File: config.mk
export PLATFORM = sky130hd
export DESIGN_NAME = led_pattern_sequencer
export DESIGN_NICKNAME = d
export VERILOG_FILES = /design/src/rtl/led_pattern_sequencer.sv
export SDC_FILE = /design/constraint.sdc
export NUM_CORES = 1
export LEC_CHECK = 0
export ABC_AREA = 1
export BUFFER_PORTS_ARGS = -buffer_cell sky130_fd_sc_hd__buf_4
export CAP_MARGIN = 20
export CORE_MARGIN = 2
export CORE_UTILIZATION = 50
export CTS_CLUSTER_SIZE = 10
export DETAILED_ROUTE_END_ITERATION = 16
export GPL_ROUTABILITY_DRIVEN = 0
export GPL_TIMING_DRIVEN = 0
export PLACE_DENSITY = 0.76
export SYNTH_ARGS = -nofsm -noshare
export SYNTH_HDL_FRONTEND = slang
export SYNTH_SLANG_ARGS = --single-unit
File: constraint.sdc
create_clock -name clk -period 1.3 [get_ports clk]
set_input_delay 0.195 -clock clk [delete_from_list [all_inputs] [get_ports clk]]
set_output_delay 0.195 -clock clk [all_outputs]
set_load 0.05 [all_outputs]
File: src/rtl/led_pattern_sequencer.sv
// Mode-selectable, prescaled 8-LED pattern sequencer; mode changes land only on step edges.
// Optional BOUNCE mode is compiled in when LED_SEQ_BOUNCE_EN is defined.
module led_pattern_sequencer #(
    parameter int TICK_DIV = 4
) (
    input  logic       clk,
    input  logic       reset,
    input  logic [1:0] mode_req,
    input  logic       mode_load,
    input  logic       run,
    output logic [1:0] mode_cur,
    output logic       mode_pending,
    output logic       tick,
    output logic       led0,
    output logic       led1,
    output logic       led2,
    output logic       led3,
    output logic       led4,
    output logic       led5,
    output logic       led6,
    output logic       led7
);
    localparam int CW = (TICK_DIV > 1) ? $clog2(TICK_DIV) : 1;
    localparam logic [CW-1:0] CNT_LAST = CW'(TICK_DIV - 1);

    typedef enum logic [1:0] {
        MODE_OFF      = 2'd0,
        MODE_RIPPLE_L = 2'd1,
        MODE_BOUNCE   = 2'd2,
        MODE_RIPPLE_R = 2'd3
    } mode_t;

    logic [CW-1:0] r_cnt;
    logic [7:0]    r_pat;
    mode_t         r_mode_cur;
    mode_t         r_pend_mode;
    logic          r_pend;
    logic          r_tick;

    logic          w_step;
    mode_t         w_req;
    logic [7:0]    w_pat_next;

`ifdef LED_SEQ_BOUNCE_EN
    logic          r_dir_left;
    logic          w_dir_next;
`endif

    assign w_step = run && (r_cnt == CNT_LAST);

    // Without BOUNCE support a request for mode 2 degrades to RIPPLE_L at capture time.
    always_comb begin
        w_req = mode_t'(mode_req);
`ifndef LED_SEQ_BOUNCE_EN
        if (mode_req == 2'd2) begin
            w_req = MODE_RIPPLE_L;
        end
`endif
    end

    always_comb begin
        w_pat_next = r_pat;
`ifdef LED_SEQ_BOUNCE_EN
        w_dir_next = r_dir_left;
`endif
        if (r_pend) begin
            case (r_pend_mode)
                MODE_OFF:      w_pat_next = 8'h00;
                MODE_RIPPLE_L: w_pat_next = 8'h01;
                MODE_BOUNCE:   w_pat_next = 8'h01;
                MODE_RIPPLE_R: w_pat_next = 8'h80;
                default:       w_pat_next = 8'h00;
            endcase
`ifdef LED_SEQ_BOUNCE_EN
            w_dir_next = 1'b1;
`endif
        end else begin
            case (r_mode_cur)
                MODE_OFF:      w_pat_next = 8'h00;
                MODE_RIPPLE_L: w_pat_next = {r_pat[6:0], r_pat[7]};
                MODE_RIPPLE_R: w_pat_next = {r_pat[0], r_pat[7:1]};
`ifdef LED_SEQ_BOUNCE_EN
                MODE_BOUNCE: begin
                    // Flip on arrival at an end so the end value is shown only once.
                    w_pat_next = r_dir_left ? {r_pat[6:0], 1'b0} : {1'b0, r_pat[7:1]};
                    if (w_pat_next == 8'h80) begin
                        w_dir_next = 1'b0;
                    end else if (w_pat_next == 8'h01) begin
                        w_dir_next = 1'b1;
                    end
                end
`endif
                default:       w_pat_next = r_pat;
            endcase
        end
    end

    always_ff @(posedge clk) begin
        if (reset) begin
            r_cnt       <= '0;
            r_pat       <= 8'h00;
            r_mode_cur  <= MODE_OFF;
            r_pend_mode <= MODE_OFF;
            r_pend      <= 1'b0;
            r_tick      <= 1'b0;
`ifdef LED_SEQ_BOUNCE_EN
            r_dir_left  <= 1'b1;
`endif
        end else begin
            r_tick <= w_step;
            if (run) begin
                r_cnt <= w_step ? '0 : r_cnt + 1'b1;
            end
            if (w_step) begin
                r_pat <= w_pat_next;
`ifdef LED_SEQ_BOUNCE_EN
                r_dir_left <= w_dir_next;
`endif
                if (r_pend) begin
                    r_mode_cur <= r_pend_mode;
                end
            end
            // A load coinciding with a step survives it and waits for the next one.
            if (mode_load) begin
                r_pend_mode <= w_req;
                r_pend      <= 1'b1;
            end else if (w_step) begin
                r_pend <= 1'b0;
            end
        end
    end

    assign mode_cur     = r_mode_cur;
    assign mode_pending = r_pend;
    assign tick         = r_tick;
    assign led0         = r_pat[0];
    assign led1         = r_pat[1];
    assign led2         = r_pat[2];
    assign led3         = r_pat[3];
    assign led4         = r_pat[4];
    assign led5         = r_pat[5];
    assign led6         = r_pat[6];
    assign led7         = r_pat[7];

endmodule

After elaboration in Yosys (flattened, before gate mapping)
Cells that the tools add are included.

Reductions and logical operators: 8. Equality and inequality tests: 7. $add $sub $neg: 1. Muxes and demuxes: 7.

Operator list (count): case mux 8 bit (3 select lines) (2); == test 2 bit, second input constant (5); 2-to-1 mux 8 bit (1); == test 2 x 1 -> 1 bit, second input constant (2); logical NOT 2 bit (2); 2-to-1 mux 2 bit (2); AND reduction 2 bit (2); nonzero test 4 bit (1); adder 2 x 1 -> 2 bit, second input constant (1); 2-to-1 mux 1 bit (2); nonzero test 2 bit (1); OR reduction 2 bit (1); logical AND 1 bit (1).

Register bits: 16. Logic and storage cells: 29.

Logic depth before layout (Yosys ltp)
Gate-level depths: netlist (run 1).

Word-level depth: 4. Gate-level depth with buffers: 7. Gate-level depth less buffers: 7.

Worst setup path after synthesis (run 1)
Ideal clock, no wire load.

Kind: reg-to-reg. Start: register r_mode_cur[0] (netlist: mode_cur[0]). End: register r_pat[2]. Period minus slack after synthesis: 1.355 ns. Setup time: 0.066 ns. Stages on the path, launching flop included: 7. Path slack: -0.055 ns. Arrival: 1.289 ns. Data required time: 1.234 ns. Cell sequence: dfxtp_1 inv_2 nor2_2 nand2_1 nand2_1 nand2_1 a21oi_2.

Cells in the longest elaborated chain, start to end: 3. Elaborated cells on any way between the ends: 7. Classes of those cells: eq/ne: 2; mux: 2; reduce/logical: 3.

Ends and longest elaborated chain: start: declaration (RTL line 35) `mode_t r_mode_cur;`; start signal: assignment (RTL line 120) `r_mode_cur <= r_pend_mode;`; == test 2 bit (tied with other cells) (RTL line 78) `case (r_mode_cur)`; case mux 8 bit (3 select lines) or nonzero test 4 bit (tied branches); 2-to-1 mux 8 bit or AND reduction 2 bit (tied branches); end signal: assignment (RTL line 115) `r_pat <= w_pat_next;`; end: declaration (RTL line 34) `logic [7:0] r_pat;`.

Several ways; a longest one is shown, not always the timed one. A chain may end at the register's enable or synchronous reset.

Final worst setup path (run 1)
Start: register r_pend (netlist: mode_pending). End: output mode_pending.

RTL lines: start: declaration (RTL line 37) `logic r_pend;`; start signal: assignment (RTL line 104) `r_pend <= 1'b0;`; start signal: assignment (RTL line 126) `r_pend <= 1'b1;`; start signal: assignment (RTL line 128) `r_pend <= 1'b0;`; end: declaration (RTL line 12) `output logic mode_pending,`.

No word-level cell between the ends.

==> metrics list, run 1 <==
- Status: completed
- Walking the worst path, the cells encountered are buf_4.
- Net switching power: approximately 240 µW
- Class of the most critical hold timing path: primary input to register
- The number of global-route vias before repair came to 658.
* CTS buffer count: 3
* CP endpoint kind: primary output
- Setup repair after global routing left no endpoint under its margin.
- For this design, the sink count on the clock tree is 16.
- In this run, distinct cell masters in the synthesized netlist total 20.
- In the final layout, the share of cells above drive strength 1 is 29.5%.
- At the pin with the least slew margin, the transition time is approximately 0.24 ns.
- Highest net fanout along the worst path: 7
- Number of buffers and inverters on the critical path: 1
- Clock root buffer: sky130_fd_sc_hd__clkbuf_4
* All-Layer GR Usage: approximately 18%
* Port Buffers: 16
- Timing analysis after detailed placement gives a worst setup slack of 0.151 ns.
* Total Negative Setup Slacks: 0 ns
* Clock network latency to the later pin of the worst-skew pair: a little under 0.3 ns
- Die area: about 1900 µm²
- The first global-routing pass estimated between 2 and 3 mm of wire.
- Synth-to-Final Area Change: 23.0%
* Slowest stage cell, crit path: sky130_fd_sc_hd__dfxtp_1
* Worst max-slew margin expressed relative to the limit: ~84%
- TritonCTS built the clock tree.
- Worst IR drop on VDD: approximately 0.0008 V
* Clock power frac: 34.4%
- The critical path in this run is classified as register to primary output.
- Highest-count cells in the layout ignoring fill and taps: sky130_fd_sc_hd__nand2_1 (40), sky130_fd_sc_hd__buf_4 (16), sky130_fd_sc_hd__dfxtp_1 (14)
- Initial antenna violation count: 0
* Utilization after layout: 64.3%
- Synthesized netlist cell count: roughly 110
- Clock-pin slew was measured on the worst setup and hold paths at 0.09 ns.
- The first routing iteration left 6 violations.
* Largest buffer count on any clock path: 2
- Total setup buffers inserted after CTS: 0
- Sequential share of power: 54.6%
- In this run the static leakage power is 0.430 nW.
- The die is 43.5 µm tall.
* Mapped Nets: 117
- The cell area that synthesis handed to floorplanning was 778 µm².
- Logic pwr share: 11.0%
- Num ports: 18
- Routed WL per cell: 10.4 µm
- Delay of the slowest cell on the worst path: approximately 0.46 ns
- After detailed routing, the number of vias per cell comes to approximately 5.
- The final layout contains routed wiring with a total length of 1.51 mm.
* Data required time at the worst endpoint: ~1.1 ns
- The worst path meets setup with 0.112 ns of slack.
* Final worst-path cycle share: approximately 90%
- Max-cap violations in this run came to 0.
- CTS built an H-tree with a depth of 1.
- For this configuration, the core starts out at a cell density of 52.3%.
* Synthesized flop and latch total: 16
- Final min period: 1.19 ns
- Total power divided by cell area: 1000 nW/µm²
- Placeable core region: ~1500 µm²
* RR Startpoint: r_cnt[0]
- ANT nets after route: 0
- Post-DP HPWL: 1.14 mm
- The repair_antennas step left the layout with diodes totalling 0.
- The worst setup path is launched from a register.
- After the last flow step, the layout net total stands at ~140.
* Via Count: 725
- The pre-antenna-repair detailed-routing pass consisted of 4 iterations.
* Internal portion of total power: 718 µW
- Largest net degree at the start of global routing: 10
* Number of gates resized after CTS: 0
- A synthesized cell averages around 7.1 µm².
- Net switching is 25.2% of the power.
- Number of placement rows: 14
- After detailed routing, the number of remaining DRC violations is 0.
- Most frequent standard cell in the layout excluding fill and tap cells: sky130_fd_sc_hd__nand2_1
- Die X: 43.5 µm
- Number of hold-repair buffers added at the cts stage: 0
* Startpoint of the most critical hold path: reset
* Final global-route overflow total: 0
- CP startpoint: mode_pending
- Max Clock Skew: around 0.005 ns
- The number of failing hold endpoints at the final stage was 0.
- Setup violations remaining at the end of the flow were counted as 0.
- Data arrival, critical path: a little under 1 ns
- The number of max-slew violations in the final report came to 0.
- Number of warnings reported in the yosys synthesis log: 0
* Maximum clock frequency: 842 MHz
* Sequential fraction of the synthesis area: 41.2%
* Largest delay share family, worst path: flip-flops
## layout make-up
type	count	area, µm²
fill	136	532
multi-input combinational	81	402
sequential	16	323
timing repair buffer	16	120
inverter	11	45.0
clock buffer	4	36.3
tap	16	20.0
buffer	1	11.3
## cell families after synthesis
group	count (synthesis)	share of synthesized area, %
flops	16	41.2
xor+xnor	1	1.13
simple gates	60	32.6
compound gates	18	14.6
fa+ha+maj	2	3.21
buf+inv	12	7.23
## per-layer routing
metal  vias up  global-route usage, %  part of all wire, %
met5         -                      0                    0
met4         0                   10.3                  1.4
met3         2                   2.50                  3.5
met2        14                   33.1                   52
met1       321                   19.4                   43
li1        388                      -                    -
## power by group through the flow
stage | clock (mW) | combinational, mW | sequential (mW)
2_1_floorplan | 0 | 0.0520 | 0.553
4_1_cts | 0.344 | 0.107 | 0.524
3_3_place_gp | 0 | 0.102 | 0.534
5_1_grt | 0.360 | 0.118 | 0.528
3_5_place_dp | 0 | 0.107 | 0.535
6_report | 0.330 | 0.106 | 0.524
## stage by stage
| step | instance area (µm²) | hold WS [ns] | cells | power [mW] |
|---|---|---|---|---|
| after floorplan | 781 | 0.289 | 109 | 0.605 |
| after global placement | 921 | 0.413 | 141 | 0.637 |
| after detailed placement | 921 | 0.415 | 141 | 0.642 |
| after CTS | 957 | 0.0958 | 145 | 0.975 |
| after global routing | 957 | 0.102 | 145 | 1.01 |
| final | 957 | 0.101 | 145 | 0.960 |
## state kept, by name, summed over array words and instances (netlist names)
name          flops
mode_pending      1
r_pat             8
mode_cur          2
tick              1
r_pend_mode       2
r_cnt             2
## cell usage after synthesis (all sizes together)
library cell / number / area [µm²]
a21oi: 12 / 82.6
buf: 1 / 11.3
clkinv: 1 / 5.00
dfxtp: 16 / 320
ha: 2 / 25.0
inv: 10 / 40.0
nand2: 42 / 168
nand3: 8 / 45.0
nor2: 9 / 36.3
nor3: 1 / 5.00
o21ai: 5 / 25.0
o22ai: 1 / 6.26
xnor2: 1 / 8.76
## path summary, 6_finish.rpt
| path | end | slack [ns] | cells past startpoint |
|---|---|---|---|
| max | mode_pending | 0.11 | 1 |
| min | r_pat[5] | 0.10 | 2 |
| max reg2reg | r_pat[4] | 0.14 | 7 |
| min reg2reg | r_pat[2] | 0.52 | 2 |
No activity file was read; power rests on OpenSTA's default activity.
==> inputs of run 2 (changes only) <==
--- a/config.mk
+++ b/config.mk
@@ -9,12 +9,12 @@
 export BUFFER_PORTS_ARGS = -buffer_cell sky130_fd_sc_hd__buf_4
 export CAP_MARGIN = 20
 export CORE_MARGIN = 2
-export CORE_UTILIZATION = 50
+export CORE_UTILIZATION = 46
 export CTS_CLUSTER_SIZE = 10
 export DETAILED_ROUTE_END_ITERATION = 16
 export GPL_ROUTABILITY_DRIVEN = 0
 export GPL_TIMING_DRIVEN = 0
-export PLACE_DENSITY = 0.76
+export PLACE_DENSITY = 0.74
 export SYNTH_ARGS = -nofsm -noshare
 export SYNTH_HDL_FRONTEND = slang
 export SYNTH_SLANG_ARGS = --single-unit
==> constraint.sdc (replaced) <==
create_clock -name clk -period 1.09 [get_ports clk]
set_input_delay 0.1635 -clock clk [delete_from_list [all_inputs] [get_ports clk]]
set_output_delay 0.1635 -clock clk [all_outputs]
set_load 0.05 [all_outputs]
==> run 2 against run 1 <==
Sequential power grew 20%. Die area increased by 7.9%. Via count up 5.9%. Global-route usage decreased by 0.73 points. Combinational power increased by 46%. Sequential share of layout area down 3.2 points. Design area grew 15%. Worst setup slack lost 0.079 ns. Count of clock-buffer cells in the layout did not move. Largest power group unchanged. Highest routed layer unchanged.
==> metrics list, run 2 (same netlist as run 1, synthesis figures left out) <==
* Post-DP HPWL: 1.10 mm (-4.1%)
* Status: completed
- Most frequent standard cell in the layout excluding fill and tap cells: sky130_fd_sc_hd__nand2_1
- Highest net fanout along the worst path: 6 (-1)
- The sequential cell fraction of total power was 53.5% (-1.1 points).
* Port Buffers: 16 (unchanged)
- Data arrival, critical path: 1.29 ns (+0.30 ns)
- The detailed-routing iteration count for the pre-antenna-repair pass came to 4 (unchanged).
- Die area: 2040 µm² (+7.9%)
- The worst path uses 97.0% of the clock period.
- Area post-placement: 925 µm² (+0.41%)
* RR Startpoint: r_cnt[1]
- The ratio of routed vias to standard cells came to 5.19 (+3.8%).
- The measured slew at the worst slew-check pin is 0.211 ns (-0.0268 ns).
- The first-pass GRT wire length was 2.46 mm (-3.5%).
* Number of global-route vias before repair: 584 (-11%)
* Final global-route overflow total: 0 (unchanged)
- Worst max-slew margin expressed relative to the limit: 85.9% (+1.8 points)
- The top cell types in the final layout, fill and taps aside, are sky130_fd_sc_hd__nand2_1 (38), sky130_fd_sc_hd__buf_6 (10), sky130_fd_sc_hd__buf_4 (10).
- TritonCTS Sinks: 16 (unchanged)
- Initial standard-cell utilization of the core: 50.5% (-1.8 points)
* End point of the critical path: r_pat[5]
- The initial antenna violation count came to 0 (unchanged).
- R2r setup slk: 0.03 ns (-0.11 ns)
* Max Clock Skew: 0.00745 ns (+0.00246 ns)
* Clock tree from TritonCTS: built
* Largest reg by FF count: r_pat
- The number of rows created at floorplan was 14 (unchanged).
- Fin area: 1100 µm² (+15%)
- Number of max-cap violations: 0 (unchanged)
- The leakage dissipation was 0.477 nW (+11%).
- The floorplan die height was 45.1 µm (+3.9%).
- Clock root buffer: sky130_fd_sc_hd__clkbuf_4
- Clock power frac: 33.3% (-1.1 points)
- Starting DRC count in detailed routing: 20 (+14)
* Synth-to-Final Area Change: 41.6%
- Drt drc: 0 (unchanged)
- Setup ws final: 0.0330 ns (-0.0793 ns)
* Die X: 45.1 µm (+3.9%)
- The sum of negative setup slack was 0 ns (unchanged).
* Startpoint-to-endpoint class of the critical path: register to register
* Clock network latency to the later pin of the worst-skew pair: 0.29 ns (about the same)
- All-Layer GR Usage: 17.3% (-0.73 points)
- Number of hold-repair buffers added at the cts stage: 0 (unchanged)
* Data required time at the worst endpoint: 1.32 ns (+0.21 ns)
- The number of buffers on the longest clock path came to 2 (unchanged).
* Number of max-slew violations in the final report: 0 (unchanged)
- The average wire per cell in the routed design came to 11.6 µm (+11%).
- Path depth of the worst reg2reg path: 7 (unchanged)
- Internal portion of total power: 870 µW (+21%)
* Fraction of power spent switching nets: 25.9% (+0.69 points)
- The number of failing hold endpoints at the final stage is 0 (unchanged).
- CTS buffer count: 3 (unchanged)
* Final-report setup violation count: 0 (unchanged)
- The maximum VDD drop came to 0.000890 V (+13%).
- R2r endpoint: r_pat[5]
* CP endpoint kind: register
- Via Count: 768 (+5.9%)
* Share of layout cells above drive strength 1: 39.4% (+9.9 points)
- The total inserted antenna cells was 0 (unchanged).
- Total power divided by cell area: 1070 nW/µm² (+6.3%)
- Count of nets after finishing: 141 (+2.2%)
- The routed wire length is 1.71 mm (+14%).
- ANT nets after route: 0 (unchanged)
* Class of the most critical hold timing path: primary input to register
- Final total power: 1.17 mW (+22%)
* Worst Setup Slack post-DPL: -0.0472 ns (-0.198 ns)
- Flip-flop count of the largest register, all copies and words added: 8 (unchanged)
* Net switching power: 305 µW (+26%)
- Num ports: 18 (unchanged)
* Clock-pin slew on the worst setup and hold paths: 0.09 ns (about the same)
- STA classifies the critical path startpoint as a register.
- Setup repair after global routing could not meet its margin everywhere.
* Largest net degree at the start of global routing: 10 (unchanged)
* Placeable core region: 1540 µm² (+3.5%)
- After layout, the minimum clock period comes to 1.06 ns.
- The maximum level of the CTS H-tree was 1 (unchanged).
- Tracing the worst setup path back leads to its startpoint at r_cnt[1].
- Maximum clock frequency: 946 MHz
- Logic pwr share: 13.2% (+2.2 points)
[run 2: metrics by stage]
step	instances	hold WS, ns	util (%)
6_report	148	0.0689	71.5
5_1_grt	148	0.0469	71.5
2_1_floorplan	109	0.257	-
3_3_place_gp	141	0.382	60.0
3_5_place_dp	141	0.383	60.0
4_1_cts	146	0.0687	64.4
[run 2: power by group through the flow]
stage | logic, mW | clock network (mW) | registers, mW
floorplan | 0.0619 | 0 | 0.658
global placement | 0.122 | 0 | 0.636
detailed placement | 0.125 | 0 | 0.637
CTS | 0.131 | 0.397 | 0.624
global route | 0.172 | 0.445 | 0.632
finish | 0.155 | 0.391 | 0.628
[run 2: critical path, stage by stage (launching register included)]
cell	delay, ns
sky130_fd_sc_hd__dfxtp_2	0.36
sky130_fd_sc_hd__ha_4	0.14
sky130_fd_sc_hd__nand2_4	0.07
sky130_fd_sc_hd__inv_8	0.09
sky130_fd_sc_hd__nand3_4	0.07
sky130_fd_sc_hd__inv_4	0.08
sky130_fd_sc_hd__nand2_1	0.07
sky130_fd_sc_hd__a21oi_2	0.11
[run 2: what timing repair did]
| action | in CTS | in global routing |
|---|---|---|
| cloned | 0 | 0 |
| endpoints found under the setup margin | 11 | 19 |
| endpoints found under the hold margin | 0 | 0 |
| buffers inserted | 1 | 2 |
| gates resized for setup | 6 | 26 |
| pin swaps | 2 | 4 |
[run 2: how the worst min path moves through the flow]
| stage | startpoint | end | slack, ns | cells past startpoint |
|---|---|---|---|---|
| final | reset | r_pat[5] | 0.07 | 2 |
| after detailed placement | reset | r_pat[5] | 0.38 | 2 |
| after floorplan | run | r_cnt[1] | 0.26 | 1 |
| after CTS | reset | r_pat[3] | 0.07 | 2 |
| after global routing | reset | r_pat[5] | 0.05 | 2 |
| after global placement | reset | r_pat[4] | 0.38 | 2 |
[run 2: layer usage]
layer | track usage [%] | vias to the layer above | part of all wire [%]
li1 | - | 394 | -
met1 | 19.2 | 352 | 41
met2 | 28.9 | 18 | 52
met3 | 7.20 | 4 | 4.6
met4 | 7.06 | 0 | 1.5
met5 | 0 | - | 0
[run 2: cell type report]
cell class	instances	area [µm²]
clock buffers	4	36.3
flip-flops and latches	16	337
well taps	16	20.0
fillers	122	439
multi-input cells	81	470
repair buffers	19	176
inverters	11	51.3
plain buffers	1	11.3
